===== src/rtl/serial_nibble_adder_if.sv =====
// Handshake bundle for serial_nibble_adder: operand channel in, result channel out.
// Both channels are valid/ready: a transfer happens on a rising edge where valid and ready are both 1.
interface serial_nibble_adder_if #(
  parameter int NIBBLES = 4
);
  localparam int W = 4 * NIBBLES;

  logic         in_valid;
  logic         in_ready;
  logic [W-1:0] A;
  logic [W-1:0] B;
  logic         C_in;
  logic         out_valid;
  logic         out_ready;
  logic [W-1:0] S;
  logic         C_out;

  modport master (
    output in_valid, A, B, C_in, out_ready,
    input  in_ready, out_valid, S, C_out
  );

  modport slave (
    input  in_valid, A, B, C_in, out_ready,
    output in_ready, out_valid, S, C_out
  );
endinterface


===== src/rtl/serial_nibble_adder.sv =====
// Bit-serial-by-nibble adder: one 4-bit ripple slice reused over NIBBLES cycles
// to compute {C_out, S} = A + B + C_in.
module serial_nibble_adder #(
  parameter int NIBBLES = 4
) (
  input  logic                 clk,
  input  logic                 rst,
  serial_nibble_adder_if.slave bus,
  output logic [1:0]           state_dbg
);
  localparam int W  = 4 * NIBBLES;
  localparam int KW = (NIBBLES > 1) ? $clog2(NIBBLES) : 1;
  localparam logic [KW-1:0] K_LAST = KW'(NIBBLES - 1);

  typedef enum logic [1:0] {
    IDLE = 2'd0,
    RUN  = 2'd1,
    DONE = 2'd2
  } state_t;

  state_t        state_q, state_d;
  logic [KW-1:0] k_q;
  logic [W-1:0]  a_q, b_q, s_q;
  logic          carry_q, c_out_q;

  logic [3:0]    a_nib, b_nib, slice_sum;
  logic          slice_carry, c_r;

  // Shared 4-bit ripple-carry slice fed from the current nibble index.
  always_comb begin
    a_nib     = a_q[4*k_q +: 4];
    b_nib     = b_q[4*k_q +: 4];
    slice_sum = 4'd0;
    c_r       = carry_q;
    for (int i = 0; i < 4; i++) begin
      slice_sum[i] = a_nib[i] ^ b_nib[i] ^ c_r;
      c_r          = (a_nib[i] & b_nib[i]) | (c_r & (a_nib[i] ^ b_nib[i]));
    end
    slice_carry = c_r;
  end

  always_ff @(posedge clk or posedge rst) begin
    if (rst) state_q <= IDLE;
    else     state_q <= state_d;
  end

  always_comb begin
    state_d = state_q;
    case (state_q)
      IDLE:    if (bus.in_valid)   state_d = RUN;
      RUN:     if (k_q == K_LAST)  state_d = DONE;
      DONE:    if (bus.out_ready)  state_d = IDLE;
      default:                     state_d = IDLE;
    endcase
  end

  always_ff @(posedge clk or posedge rst) begin
    if (rst) begin
      k_q     <= '0;
      a_q     <= '0;
      b_q     <= '0;
      carry_q <= 1'b0;
      s_q     <= '0;
      c_out_q <= 1'b0;
    end else begin
      case (state_q)
        IDLE: begin
          if (bus.in_valid) begin
            a_q     <= bus.A;
            b_q     <= bus.B;
            carry_q <= bus.C_in;
            k_q     <= '0;
          end
        end
        RUN: begin
          s_q[4*k_q +: 4] <= slice_sum;
          carry_q         <= slice_carry;
          // Index parks on the last nibble so it never points past the operands.
          if (k_q == K_LAST) c_out_q <= slice_carry;
          else               k_q     <= k_q + 1'b1;
        end
        default: ;
      endcase
    end
  end

  assign bus.in_ready  = (state_q == IDLE);
  assign bus.out_valid = (state_q == DONE);
  assign bus.S         = s_q;
  assign bus.C_out     = c_out_q;
  assign state_dbg     = state_q;
endmodule


===== src/flat_wrapper.sv =====
// flat-port wrapper written by rule: the top's interface ports become plain ports
module serial_nibble_adder_flat 
#(
  parameter int NIBBLES = 4
)
  (clk, rst, state_dbg, bus_in_valid, bus_A, bus_B, bus_C_in, bus_out_ready, bus_in_ready, bus_out_valid, bus_S, bus_C_out);
  serial_nibble_adder_if #(.NIBBLES(NIBBLES)) bus_i ();
  input  logic clk;
  input  logic rst;
  output logic [1:0] state_dbg;
  input wire logic [$bits(bus_i.in_valid)-1:0] bus_in_valid;
  input wire logic [$bits(bus_i.A)-1:0] bus_A;
  input wire logic [$bits(bus_i.B)-1:0] bus_B;
  input wire logic [$bits(bus_i.C_in)-1:0] bus_C_in;
  input wire logic [$bits(bus_i.out_ready)-1:0] bus_out_ready;
  output wire logic [$bits(bus_i.in_ready)-1:0] bus_in_ready;
  output wire logic [$bits(bus_i.out_valid)-1:0] bus_out_valid;
  output wire logic [$bits(bus_i.S)-1:0] bus_S;
  output wire logic [$bits(bus_i.C_out)-1:0] bus_C_out;
  assign bus_i.in_valid = bus_in_valid;
  assign bus_i.A = bus_A;
  assign bus_i.B = bus_B;
  assign bus_i.C_in = bus_C_in;
  assign bus_i.out_ready = bus_out_ready;
  assign bus_in_ready = bus_i.in_ready;
  assign bus_out_valid = bus_i.out_valid;
  assign bus_S = bus_i.S;
  assign bus_C_out = bus_i.C_out;
  serial_nibble_adder #(.NIBBLES(NIBBLES)) u_core (.clk(clk), .rst(rst), .bus(bus_i), .state_dbg(state_dbg));
endmodule

===== config.mk =====
export PLATFORM = sky130hd
export DESIGN_NAME = serial_nibble_adder_flat
export DESIGN_NICKNAME = d
export VERILOG_FILES = /design/src/rtl/serial_nibble_adder_if.sv /design/src/rtl/serial_nibble_adder.sv /design/src/flat_wrapper.sv
export SDC_FILE = /design/constraint.sdc
export NUM_CORES = 1
export LEC_CHECK = 0
export BUFFER_PORTS_ARGS = -buffer_cell sky130_fd_sc_hd__clkbuf_2
export CAP_MARGIN = 40
export CORE_UTILIZATION = 53
export CTS_CLUSTER_DIAMETER = 60
export DETAILED_ROUTE_END_ITERATION = 10
export PLACE_DENSITY = 0.79
export SLEW_MARGIN = 10
export SYNTH_ARGS = -nofsm -noshare
export SYNTH_HDL_FRONTEND = slang
export SYNTH_SLANG_ARGS = --single-unit

===== constraint.sdc =====
create_clock -name clk -period 4.25 [get_ports clk]
set_input_delay 0 -clock clk [delete_from_list [all_inputs] [get_ports clk]]
set_output_delay 0 -clock clk [all_outputs]
set_load 0.05 [all_outputs]

==> results.cfg, run 1 <==
[run_status]
outcome = finished with violations
violations = design-rule violations

[sta]
finalMaxSlewViolations = 0
final_hold_viol_count = 0
setup_violations = 0
fin_crit_sh_pct = 78.6
relSlewSlack_pct = 63.5
fin_hold_ws_ns = 0.0143
tightest_slew_ns = 0.546
max_freq_ghz = 0.299
skew_ns = 0.00875
rsz0062_at_grt = false
finalWorstSetupSlack_ns = 0.908
period_minus_slack_ns = 3.34
finalSetupTns_ns = 0

[final_layout]
final_cell_mix = clkbuf_2, dfrtp_1, dlygate4sd3_1
post-route-util_pct = 74.2
final_common_cell = clkbuf_2
nets = 333
design_area_sq_um = 3320
area_growth_syn_to_layout_pct = 30.3
diodes = 0
instances_no_fill = 339
drive_gt1_share_pct = 38.7

[critical_path]
end_kind = flip-flop
critPathRequiredTime_ns = 4.47
path_class = flip-flop to flip-flop
worst_ep_arrival_time_ns = 3.57
critical_path.most_common_cell = fa_1
cp_max_fo = 10
rr_startpoint = u_core.k_q[0]
max_stage_delay_ns = 0.62
crit_start = u_core.k_q[0]
critical_path.startpoint_type = flip-flop
path_cells = mux4_2 > fa_1 > fa_1 > fa_1 > fa_1 > nand3_1 > o21ai_0
slowest_stage = dfrtp_1

[die]
ios = 58
coreArea_sq_um = 4470
dieArea_sq_um = 5090
die_y_microns = 71.4
die_w_microns = 71.4
rows = 24
start_util_pct = 57.0

[synthesis]
synth_seq_area_share_pct = 53.0
ys_types = 25
ys.warnings.count = 0
syn_nets = 240
syn_area_per_cell_sq_um = 13.2
synth_enable_flop_cells = 0
netlist_area_sq_um = 2550
ys_ff_latch = 54
synthArstFlopShare_pct = 100
ys.flop_type = dfrtp_1
postSynthCellCount = 193

[power]
comb_power_share_pct = 53.5
ir_drop_mv = 0.463
seq_power_share_pct = 34.0
pwr-share-clk_pct = 12.5
leakagePower_nw = 1.51
intPower_mw = 1.54
powerDensity_nw_per_um2 = 817
p_sw_share_pct = 43.3
finalPower_mw = 2.71
netSwitchingPower_mw = 1.17

[global_routing]
overflow = 0
antenna_found_initial = 0
track_usage_pct = 23.0
grt_max_degree = 33
grt_first_pass_wirelength_microns = 8760
first_global_vias = 1889

[hold_path]
min_path_type = primary input to flip-flop
min_from = bus_in_valid

[detailed_routing]
drtPass1Iterations = 7
avgViaCountPerCell = 5.37
detail-route-antenna-nets = 0
first_iter_violations = 31
drc = 4
via_count = 1820
wl_microns = 5280
wl_per_cell_microns = 15.6

[placed_design]
dpl.hpwl_microns = 3620
gp_congestion = 0.780
place_ws_ns = 0.921
placed_area_sq_um = 2870
dp_cells = 297
port_buffers = 57

[clock_network]
cts_hold_buf = 34
clkLatencyLatePin_ns = 0.31
h-tree-depth = 2
cts_setup_buffers = 0
cts_buffers = 5
clock_sinks = 54
root_buffer = clkbuf_8
clockBufferDepth = 2
cts_tree = built
cts_resized = 0
path_clk_slew_ns = 0.09

[flow_run]
max-cap-violations = 0
==> power by group through the flow <==
stage               logic, mW  registers [mW]  clock network (mW)
global placement         1.39           0.919                   0
finish                   1.45           0.923               0.339
floorplan               0.953            1.06                   0
CTS                      1.46           0.922               0.345
global route             1.58           0.950               0.363
detailed placement       1.43           0.933                   0
==> routing by layer <==
metal	vias up	global-route usage [%]	wire [microns]
met3	7	5.20	212
met1	900	27.5	2160
met2	48	41.4	2820
met5	-	0	0
li1	865	-	-
met4	0	7.11	76
==> worst max-delay path, delay by kind of cell (launching register included) <==
kind	cells	cell delay (ns)
fa+ha+maj	4	1.80
flops	1	0.62
mux	1	0.58
compound gates	1	0.16
simple gates	1	0.09
==> worst paths after layout <==
kind | end | slack, ns | depth (start not counted)
min in group asynchronous | u_core.bus.S[1] | 0.27 | 3
min reg2reg | u_core.bus.S[8] | 0.48 | 2
max reg2reg | u_core.bus.S[7] | 0.91 | 7
min | u_core.state_dbg[0] | 0.01 | 3
max in group asynchronous | u_core.a_q[4] | 3.44 | 4
max | u_core.bus.S[7] | 0.91 | 7
==> layout make-up <==
cell class / count / area (sq um)
Inverter: 5 / 18.8
Sequential cell: 54 / 1350
Multi-Input combinational cell: 125 / 1110
Fill cell: 306 / 1150
Timing Repair Buffer: 95 / 668
Clock buffer: 6 / 72.6
Clock inverter: 2 / 37.5
Tap cell: 52 / 65.1
==> flip-flops by register name, indices dropped and copies added (netlist names) <==
name              count
u_core.a_q           16
u_core.b_q           16
u_core.bus.C_out      1
u_core.bus.S         16
u_core.carry_q        1
u_core.k_q            2
u_core.state_dbg      2
==> logic make-up (layout without fill, tap and decap cells) <==
logic type / after synthesis / in the layout / synth area share (%)
muxes: 41 / 41 / 21.6
adders and majority gates: 10 / 10 / 6.08
AOI/OAI and AO/OA: 26 / 26 / 5.89
buffers and inverters: 14 / 108 / 3.53
DFF: 54 / 54 / 53.0
and+or+nand+nor: 48 / 48 / 9.86
==> Yosys cell counts (all sizes together) (4+ instances only) <==
| cell | number | area (sq um) |
|---|---|---|
| dfrtp | 54 | 1350 |
| mux2 | 33 | 372 |
| nand2 | 24 | 90.1 |
| o21ai | 17 | 85.1 |
| buf | 8 | 67.6 |
| mux4 | 8 | 180 |
| nand3 | 8 | 40.0 |
| ha | 6 | 75.1 |
| inv | 5 | 18.8 |
| fa | 4 | 80.1 |
| nor2 | 4 | 15.0 |
| o2bb2ai | 4 | 35.0 |
Note: power is estimated with default switching activity, not from simulation.
==> run 2, diff against run 1 <==
==> constraint.sdc (replaced) <==
create_clock -name clk -period 3.35 [get_ports clk]
set_input_delay 0 -clock clk [delete_from_list [all_inputs] [get_ports clk]]
set_output_delay 0 -clock clk [all_outputs]
set_load 0.05 [all_outputs]
==> run 2 against run 1 <==
  * Non-clock buffer count is 2 higher
  * Critical path type unchanged
  * Via count down 1.7%
  * The run still ends with design-rule violations left
  * Flip-flop and latch count unchanged
==> results.cfg, run 2 (synthesis gave the netlist of run 1 again) <==
[die]
start_util_pct = 57.0
dieArea_sq_um = 5090
coreArea_sq_um = 4470
die_w_microns = 71.4
rows = 24
ios = 58
die_y_microns = 71.4

[detailed_routing]
first_iter_violations = 58
via_count = 1789
avgViaCountPerCell = 5.25
drc = 4
drtPass1Iterations = 9
detail-route-antenna-nets = 0
wl_microns = 5140
wl_per_cell_microns = 15.1

[power]
p_sw_share_pct = 43.0
finalPower_mw = 3.43
leakagePower_nw = 1.53
comb_power_share_pct = 54.3
intPower_mw = 1.96
ir_drop_mv = 0.571
powerDensity_nw_per_um2 = 1030
seq_power_share_pct = 33.4
netSwitchingPower_mw = 1.48
pwr-share-clk_pct = 12.4

[clock_network]
root_buffer = clkbuf_8
clkLatencyLatePin_ns = 0.31
cts_tree = built
clockBufferDepth = 2
cts_resized = 0
cts_buffers = 5
path_clk_slew_ns = 0.09
h-tree-depth = 2
clock_sinks = 54

[final_layout]
nets = 335
design_area_sq_um = 3340
area_growth_syn_to_layout_pct = 30.9
fill_cells = 308
final_cell_mix = clkbuf_2, dfrtp_1, dlygate4sd3_1
diodes = 0
final_common_cell = clkbuf_2
drive_gt1_share_pct = 39.1
multi_input_area_sq_um = 1110
final-seq-area_sq_um = 1350

[critical_path]
r2r_cells = 7
critical_path.startpoint_type = flip-flop
cp_max_fo = 4
path_class = flip-flop to flip-flop
worst_ep_arrival_time_ns = 3.32
end_kind = flip-flop
critPathRequiredTime_ns = 3.58

[placed_design]
placed_area_sq_um = 2880
port_buffers = 57
gp_congestion = 0.760
dpl.hpwl_microns = 3470

[sta]
finalSetupTns_ns = 0
final_hold_viol_count = 0
period_minus_slack_ns = 3.09
setup_violations = 0
finalMaxSlewViolations = 0
relSlewSlack_pct = 68.2
skew_ns = 0.00366
tightest_slew_ns = 0.476
fin_crit_sh_pct = 92.2
rsz0062_at_grt = false
max_freq_ghz = 0.324

[run_status]
violations = design-rule violations
outcome = finished with violations

[global_routing]
track_usage_pct = 22.6
grt_first_pass_wirelength_microns = 8550
first_global_vias = 1832
antenna_found_initial = 0
grt_max_degree = 34
overflow = 0

[flow_run]
max-cap-violations = 0

[hold_path]
min_path_type = primary input to flip-flop
min_delay_path_depth = 4
## run 2: cell types whose count changed in the layout (fill, tap and decap cells not counted), sizes merged
| cell | previous run | this run |
|---|---|---|
| clkinv | 0 | 2 |
| buf | 4 | 5 |
| clkbuf | 63 | 62 |
| clkinvlp | 1 | 0 |
| dlygate4sd3 | 34 | 35 |
## run 2: power by group through the flow
| stage | sequential (mW) | combinational (mW) | clock (mW) |
|---|---|---|---|
| after floorplan | 1.35 | 1.21 | 0 |
| after global placement | 1.14 | 1.79 | 0 |
| after detailed placement | 1.16 | 1.84 | 0 |
| after CTS | 1.14 | 1.89 | 0.438 |
| after global routing | 1.18 | 2.04 | 0.461 |
| final | 1.15 | 1.86 | 0.425 |
## run 2: through the flow
step	worst slack, ns	hold slack (ns)	utilization (%)	std cells
after floorplan	0.113	0.107	-	193
after global placement	0.366	0.196	63.9	297
after detailed placement	0.282	0.0250	64.3	298
after CTS	0.257	0.0769	74.6	341
after global routing	0.114	0.137	74.6	341
final	0.261	0.0904	74.6	341
## run 2: worst max-delay path: stages, from the launching register on
cell and delay, ns:
dfrtp_1 0.43, mux4_2 0.54, fa_1 0.43, fa_1 0.39, fa_1 0.39, fa_1 0.58, nand3_1 0.10, o21ai_0 0.15
## run 2: routing by layer
metal  GRT usage, %  routed length, microns
met5              0                       0
met4           8.44                      90
met1           26.8                    2080
met2           40.2                    2770
met3           5.20                     192
## run 2: path summary, 6_finish.rpt
kind	end	slack, ns	from
min in group asynchronous	u_core.bus.S[1]	0.23	rst
min reg2reg	u_core.bus.S[4]	0.48	u_core.bus.S[4]
min	u_core.carry_q	0.09	bus_C_in
max in group asynchronous	u_core.b_q[12]	2.59	rst
max reg2reg	u_core.bus.S[7]	0.26	u_core.k_q[0]
max	u_core.bus.S[7]	0.26	u_core.k_q[0]
## run 2: what timing repair did
action / 4_1_cts / 5_1_grt
hold buffers: 35 / 0
endpoints found under the hold margin: 55 / 0
buffers inserted: 0 / 0
## run 2: final cells by class
cell class	count	area share [%]
clock inverters	3	1.20
multi-input cells	125	33.2
flip-flops and latches	54	40.5
repair buffers	97	20.5
well taps	52	1.95
clock buffers	5	2.06
inverters	5	0.562
==> run 3, diff against run 2 <==
==> constraint.sdc (replaced) <==
create_clock -name clk -period 3.35 [get_ports clk]
set_input_delay 0.1675 -clock clk [delete_from_list [all_inputs] [get_ports clk]]
set_output_delay 0.1675 -clock clk [all_outputs]
set_load 0.05 [all_outputs]
==> run 3 against run 2 <==
  * The flow still finishes with violations (design-rule violations)
  * First-iteration DRC count grew 26%
  * Via count shrank 7.0%
  * Sequential power is essentially flat
  * Critical path type unchanged
  * Largest power group unchanged
==> results.cfg, run 3 (synthesis gave the netlist of run 1 again) <==
[critical_path]
worst_ep_arrival_time_ns = 3.32
end_kind = flip-flop
max_stage_delay_ns = 0.58
critPathRequiredTime_ns = 3.58
cpLargestDelayFamily = adder cells
path_cells = mux4_2 > fa_1 > fa_1 > fa_1 > fa_1 > nand3_1 > o21ai_0
critical_path.startpoint_type = flip-flop
slowest_stage = fa_1
critical_path.most_common_cell = fa_1
cp_num_buf_inv = 0
path_class = flip-flop to flip-flop
cp_max_fo = 4

[clock_network]
cts_buffers = 5
cts_setup_buffers = 0
clock_sinks = 54
h-tree-depth = 2
root_buffer = clkbuf_8
cts_tree = built
cts_resized = 0
path_clk_slew_ns = 0.09
clkLatencyLatePin_ns = 0.31
clockBufferDepth = 2
cts_hold_buf = 1

[placed_design]
dpl.hpwl_microns = 3470
gp_congestion = 0.760
port_buffers = 57
place_ws_ns = 0.282

[global_routing]
grt_max_degree = 34
grt_first_pass_wirelength_microns = 7790
first_global_vias = 1654
antenna_found_initial = 0
track_usage_pct = 20.4
overflow = 0

[die]
die_y_microns = 71.4
rows = 24
die_w_microns = 71.4
start_util_pct = 57.0
ios = 58
coreArea_sq_um = 4470
dieArea_sq_um = 5090

[sta]
tightest_slew_ns = 0.473
max_freq_ghz = 0.323
finalMaxSlewViolations = 0
period_minus_slack_ns = 3.09
finalWorstSetupSlack_ns = 0.257
final_hold_viol_count = 0
rsz0062_at_grt = false
fin_hold_ws_ns = 0.0365
fin_crit_sh_pct = 92.3
finalSetupTns_ns = 0
relSlewSlack_pct = 68.4
setup_violations = 0
skew_ns = 0.00756

[final_layout]
area_growth_syn_to_layout_pct = 17.6
final_cell_mix = clkbuf_2, dfrtp_1, mux2_2
drive_gt1_share_pct = 44.3
post-route-util_pct = 67.0
final_common_cell = clkbuf_2
diodes = 0
nets = 301

[detailed_routing]
drc = 3
first_iter_violations = 73
drtPass1Iterations = 10
detail-route-antenna-nets = 0
wl_microns = 4580
via_count = 1663
avgViaCountPerCell = 5.42
wl_per_cell_microns = 14.9

[run_status]
violations = design-rule violations
outcome = finished with violations

[power]
powerDensity_nw_per_um2 = 1130
finalPower_mw = 3.39
leakagePower_nw = 1.38
ir_drop_mv = 0.568

[hold_path]
min_path_type = primary input to flip-flop

[flow_run]
max-cap-violations = 0
-- run 3: per-layer routing --
metal  routed length (microns)  track usage, %
met1                      1950            25.4
met2                      2370            34.4
met3                       192            5.49
met4                        68            7.56
met5                         0               0
-- run 3: through the flow --
step / area [sq um] / instances
after floorplan: 2550 / 193
final: 3000 / 307
after CTS: 3000 / 307
after global placement: 2860 / 297
after global routing: 3000 / 307
after detailed placement: 2880 / 298
-- run 3: worst register-to-register path: cells and delay by family, from the launching register on --
family | cells | cell delay (ns)
adders and majority gates | 4 | 1.80
muxes | 1 | 0.54
DFF | 1 | 0.43
AOI/OAI and AO/OA | 1 | 0.15
and+or+nand+nor | 1 | 0.10
-- run 3: layout make-up --
cell class / instances / area, sq um
sequential: 54 / 1350
tap: 52 / 65.1
multi-input combinational: 125 / 1110
clock buffer: 5 / 68.8
fill: 356 / 1480
timing repair buffer: 63 / 345
clock inverter: 3 / 40.0
inverter: 5 / 18.8
-- run 3: power by group --
group / switching, mW / internal [mW]
combinational: 1.07 / 0.766
sequential: 0.192 / 0.948
clock: 0.203 / 0.220
total: 1.46 / 1.93
-- run 3: final timing paths --
check | start | endpoint | slack [ns] | depth (start not counted)
max | u_core.k_q[0] | u_core.bus.S[7] | 0.26 | 7
min | bus_out_ready | u_core.state_dbg[1] | 0.04 | 2
max reg2reg | u_core.k_q[0] | u_core.bus.S[7] | 0.26 | 7
min reg2reg | u_core.bus.S[4] | u_core.bus.S[4] | 0.48 | 2
max in group asynchronous | rst | u_core.a_q[11] | 2.42 | 4
min in group asynchronous | rst | u_core.bus.S[1] | 0.40 | 3
